==> src/rtl/regfile.sv <==
// Two-read, one-write register file with a hard-wired zero register and synchronous active-low reset.
// Define REGFILE_BYPASS_EN to forward same-cycle write data onto the read ports.
module regfile #(
   parameter int DATA_W = 32,
   parameter int ADDR_W = 5
) (
   input  logic              clk,
   input  logic              rst_n,
   input  logic              w_en,
   input  logic [ADDR_W-1:0] w_addr,
   input  logic [DATA_W-1:0] w_data,
   input  logic [ADDR_W-1:0] rs1_addr,
   input  logic [ADDR_W-1:0] rs2_addr,
   output logic [DATA_W-1:0] rs1_data,
   output logic [DATA_W-1:0] rs2_data
);

   localparam int NUM_REGS = 2**ADDR_W;

   logic [DATA_W-1:0] regs [0:NUM_REGS-1];
   logic              wr_fire;

   // A write only lands when it targets a real register outside reset.
   assign wr_fire = rst_n && w_en && (w_addr != '0);

   // Entry 0 is rewritten with zero every edge so it can never hold anything else.
   always_ff @(posedge clk) begin
      for (int i = 0; i < NUM_REGS; i++) begin
         if (!rst_n || i == 0) begin
            regs[i] <= '0;
         end else if (wr_fire && w_addr == ADDR_W'(i)) begin
            regs[i] <= w_data;
         end
      end
   end

   always_comb begin
      rs1_data = '0;
      if (rs1_addr != '0) begin
         rs1_data = regs[rs1_addr];
`ifdef REGFILE_BYPASS_EN
         if (wr_fire && w_addr == rs1_addr) begin
            rs1_data = w_data;
         end
`endif
      end
   end

   always_comb begin
      rs2_data = '0;
      if (rs2_addr != '0) begin
         rs2_data = regs[rs2_addr];
`ifdef REGFILE_BYPASS_EN
         if (wr_fire && w_addr == rs2_addr) begin
            rs2_data = w_data;
         end
`endif
      end
   end

endmodule

==> config.mk <==
export PLATFORM = sky130hd
export DESIGN_NAME = regfile
export DESIGN_NICKNAME = d
export VERILOG_FILES = /design/src/rtl/regfile.sv
export SDC_FILE = /design/constraint.sdc
export NUM_CORES = 2
export LEC_CHECK = 0
export CAP_MARGIN = 15
export CORE_MARGIN = 8
export CORE_UTILIZATION = 58
export DETAILED_ROUTE_END_ITERATION = 10
export DONT_BUFFER_PORTS = 1
export HOLD_SLACK_MARGIN = 0.06
export MAX_ROUTING_LAYER = met4
export PLACE_DENSITY = 0.76
export REMOVE_ABC_BUFFERS = 1
export SLEW_MARGIN = 20
export SYNTH_ARGS = -nofsm -noshare
export SYNTH_HDL_FRONTEND = slang
export SYNTH_SLANG_ARGS = --single-unit
==> constraint.sdc <==
create_clock -name clk -period 3.3 [get_ports clk]
set_input_delay 0.33 -clock clk [delete_from_list [all_inputs] [get_ports clk]]
set_output_delay 0.33 -clock clk [all_outputs]
set_load 0.05 [all_outputs]
* Word-level counts from Yosys, hierarchy flattened
Memory sizes are Yosys's and may differ from the RTL's.
Cells that the tools add are included.
** Storage, ports and cells
- Memories :: 1
- Bits in registers :: 0
- Output and inout port bits :: 64
- Bits in read-only memories :: 0
- Bits of input ports :: 50
- RAM bits :: 1024
- Latch bits :: 0
- Word-level logic and storage cells :: 226
** Operators by class
- Equality and inequality tests :: 31
- Multiplexer cells :: 127
- Magnitude comparators :: 0
- Reduce and logical (&&, ||, !) cells :: 36
- Divide/modulo/power cells :: 0
- Shift operators :: 0
- Bitwise gates (word level) :: 31
- $add $sub $neg :: 0
- Multipliers :: 0
** Memory list
- regs :: words 32, width 32, read ports 2, clocked after Yosys merged registers in 0, wr ports 32, RTL line 20 : logic [DATA_W-1:0] regs [0:NUM_REGS-1];
** Operator list (count)
- 32-bit 2-to-1 mux :: 33
- 1-bit 2-to-1 mux :: 94
- 5-bit == test, second input constant :: 16
- 5-bit by 4-bit == test with 1-bit output, second input constant :: 8
- 1-bit logical AND :: 33
- 1-bit bitwise OR :: 31
- 5-bit by 3-bit == test with 1-bit output, second input constant :: 4
- 5-bit nonzero test :: 3
- 5-bit by 2-bit == test with 1-bit output, second input constant :: 2
- 5-bit by 1-bit == test with 1-bit output, second input constant :: 1

* Logic depth before layout (Yosys ltp)
- Depth after elaboration :: 7
- Mapped depth :: 9
- Depth with buffers taken out :: 4

* Least setup slack after synthesis
Ideal clock, no wire load.
- Path type :: input to register
- Start point :: input port w_addr[0]
- End point :: memory regs[22][0] (enable)
- Library setup time :: 0.466 ns
- Data required time :: 2.834 ns
- Slack :: -0.314 ns
- Arrival :: 3.149 ns
- Buffers on the path :: 2
- Stages on the path :: 4
- Cells stage by stage :: clkbuf_1 -> nand2b_1 -> clkbuf_1 -> o21ai_0
** RTL lines
- start: declaration :: RTL line 10 : input logic [ADDR_W-1:0] w_addr,
- end: declaration :: RTL line 20

* Worst setup path after layout
- Start point :: input port rs1_addr[0]
- End point :: output port rs1_data[22]
** On the way
- Longest elaborated chain between the ends :: 2
- Elaborated cells between the ends (all ways) :: 3
- Classes of those cells :: mux: 1; reduce/logical: 1; memory: 1
** RTL lines
- start: declaration :: RTL line 12 : input logic [ADDR_W-1:0] rs1_addr,
- memory 32 x 32 bit / 5-bit nonzero test (equally long branches)
- 32-bit 2-to-1 mux * :: RTL line 39 : if (rs1_addr != '0) begin
- end: declaration :: RTL line 14 : output logic [DATA_W-1:0] rs1_data,
Every way passes the cells marked *; elsewhere a longest branch is shown, timed or not.

==> flow_summary.toml <==
[layout]
reg_top3 = "regs x992"
syn_to_final_growth_pct = 10.0
largest_register_ffs = 992
top_register = "regs"
fillers = 6357
drive_gt1_share_pct = 22.9
nNetsFinal = 3634

[clock_tree]
cts_buffer_depth = 3
cts_hold_buf = 37
path_clk_slew_ns = 0.06
cts_root_buf = "clkbuf_16"
cts_max_level = 3
cts_tree = "done"
post_cts_buffers = 0
clock_sinks = 992
numCtsBuffers = 102
post_cts_resized = 0

[drt]
wirelength_um = 167000
num_vias = 34585
wire_per_inst_um = 34.3
viasPerCell = 7.13
ant_nets = 0
firstDrtPassIters = 7
drt_iter0_drc = 4953
drc = 0

[timing]
max_freq_mhz = 309
rsz0062_at_grt = "false"
final_max_slew_viol_count = 0
relSlewSlack_pct = 19.9
holdWs_ns = 0.144
finalHoldViolations = 0
finalCriticalPeriod_ns = 3.23
timing.final.crit_share_pct = 98.0
setup_viol = 0
tns_ns = 0
worstMarginPinSlew_ns = 1.20

[power]
power.total_uw = 30500
ir_drop_mv = 0.479
p_leak_uw = 0.0204
powerDensity_nw_per_um2 = 518

[global_routing]
grt_max_degree = 257
antenna_found_initial = 5
grt_pass1_wl_um = 241000
grt_overflow = 0
track_usage_pct = 32.9
grt_pass1_vias = 35648

[synthesis]
synth_area_um2 = 53500
synth_edf_count = 992
synth_seq_area_share_pct = 55.7
synthFlopType = "edfxtp_1"
async_reset_ff_share_pct = 0
synth_common_cells = "and2_1 (996), edfxtp_1 (992), mux4_2 (380), clkbuf_1 (277), mux2i_1 (241)"
synth_top_area_share_pct = 55.7
ys_types = 38
yosysMostFrequentCell = "and2_1"
yosysWarnings = 0
synth_top_area_cell = "edfxtp_1"
synth.avg_cell_area_um2 = 14.5
ys_seq_elements = 992
netlist_top_cells_area = "edfxtp_1 (56%), mux4_2 (16%), and2_1 (12%)"
synthCells = 3694

[floorplan]
rows = 111
core_region_area_um2 = 91500
die_area_um2 = 102000
fp.dieW_um = 320
die_y_um = 320
start_util_pct = 58.4
io_pins = 114

[hold_path]
whs_path_depth = 2
hold_start = "rst_n"
whs_endpoint = "regs[13][2]"
hp-class = "in2reg"

[run]
max_cap_violations = 0

[setup_path]
crit_type = "in2out"
start_kind = "primary input"
worstSetupEndpointType = "output pin"
cp_max_fo = 243
arrival_ns = 2.90
cp.required_ns = 2.97

[run_status]
status = "complete, no violations"

[placement]
port-buffer-count = 0
dp_hpwl_um = 96100
routabilityCongestion = 0.929
## layout by cell type, fill, tap and decap left out, types with 18 or more instances in the layout
master / netlist / layout
dlygate4sd3_1: 0 / 28
nand3_1: 50 / 50
a221o_1: 19 / 19
nand2_1: 39 / 39
mux2i_1: 241 / 241
clkbuf_1: 277 / 20
clkinv_1: 1 / 19
nand2b_1: 22 / 18
nor3_1: 46 / 42
mux4_2: 380 / 380
nor2b_1: 58 / 55
a22oi_1: 106 / 106
a21oi_1: 19 / 19
clkbuf_16: 0 / 105
o31a_1: 41 / 41
buf_4: 25 / 120
nor2_1: 68 / 38
buf_12: 0 / 26
a221oi_1: 49 / 49
o21ai_4: 0 / 27
nor2_2: 0 / 28
mux2_2: 90 / 90
and2_1: 996 / 996
edfxtp_1: 992 / 992
## area by class of cell
class,instances,area [um2],area share [%]
inverters,3,11.3,0.0191
repair buffers,181,1740,2.95
multi-input cells,2304,22400,38.1
flip-flops and latches,992,29800,50.6
diodes,5,12.5,0.0213
clock buffers,125,2700,4.59
well taps,1186,1480,2.52
clock inverters,58,684,1.16
## power breakdown
| part | switching [uW] | total (uW) | internal (uW) |
|---|---|---|---|
| Clock | 4900 | 11900 | 7030 |
| Combinational | 2070 | 3610 | 1530 |
| Sequential | 368 | 14900 | 14500 |
| Total | 7340 | 30400 | 23100 |
## critical path, cell delays in order
cell and delay (ns):
or2_2 0.60, o21ai_1 0.67, o32ai_1 0.34, a221o_1 0.34, buf_4 0.20
## layer usage
| metal | routed length, um | up-vias | track usage, % |
|---|---|---|---|
| li1 | - | 13871 | - |
| met1 | 57300 | 17473 | 40.6 |
| met2 | 77200 | 2604 | 49.8 |
| met3 | 19200 | 637 | 7.12 |
| met4 | 12900 | 0 | 20.8 |
| met5 | 0 | - | - |
## per-stage QoR
stage / worst slack, ns / util [%] / instance area (um2) / cells
CTS: 0.228 / 64.3 / 58900 / 4849
detailed placement: 0.661 / 60.2 / 55100 / 4629
global route: 0.218 / 64.3 / 58800 / 4852
global placement: 0.673 / 60.2 / 55100 / 4629
floorplan: -0.256 / - / 51800 / 3299
finish: 0.0658 / 64.3 / 58800 / 4854
## worst max path at each step
| stage | from | to | slack, ns | depth (start not counted) |
|---|---|---|---|---|
| 6_report | rs1_addr[0] | rs1_data[22] | 0.07 | 5 |
| 5_1_grt | regs[22][20] | rs1_data[20] | 0.22 | 5 |
| 4_1_cts | regs[22][20] | rs1_data[20] | 0.23 | 5 |
| 3_5_place_dp | rs1_addr[0] | rs1_data[28] | 0.66 | 5 |
| 3_3_place_gp | rs1_addr[0] | rs1_data[28] | 0.67 | 5 |
| 2_1_floorplan | w_addr[4] | regs[11][0] | -0.26 | 3 |
## cell families after synthesis
family	count (synthesis)	synth area share [%]
simple gates	1310	14.6
compound gates	283	4.07
mux	711	22.4
flops	992	55.7
buf+inv	398	3.18
Note: power is estimated with default switching activity, not from simulation.
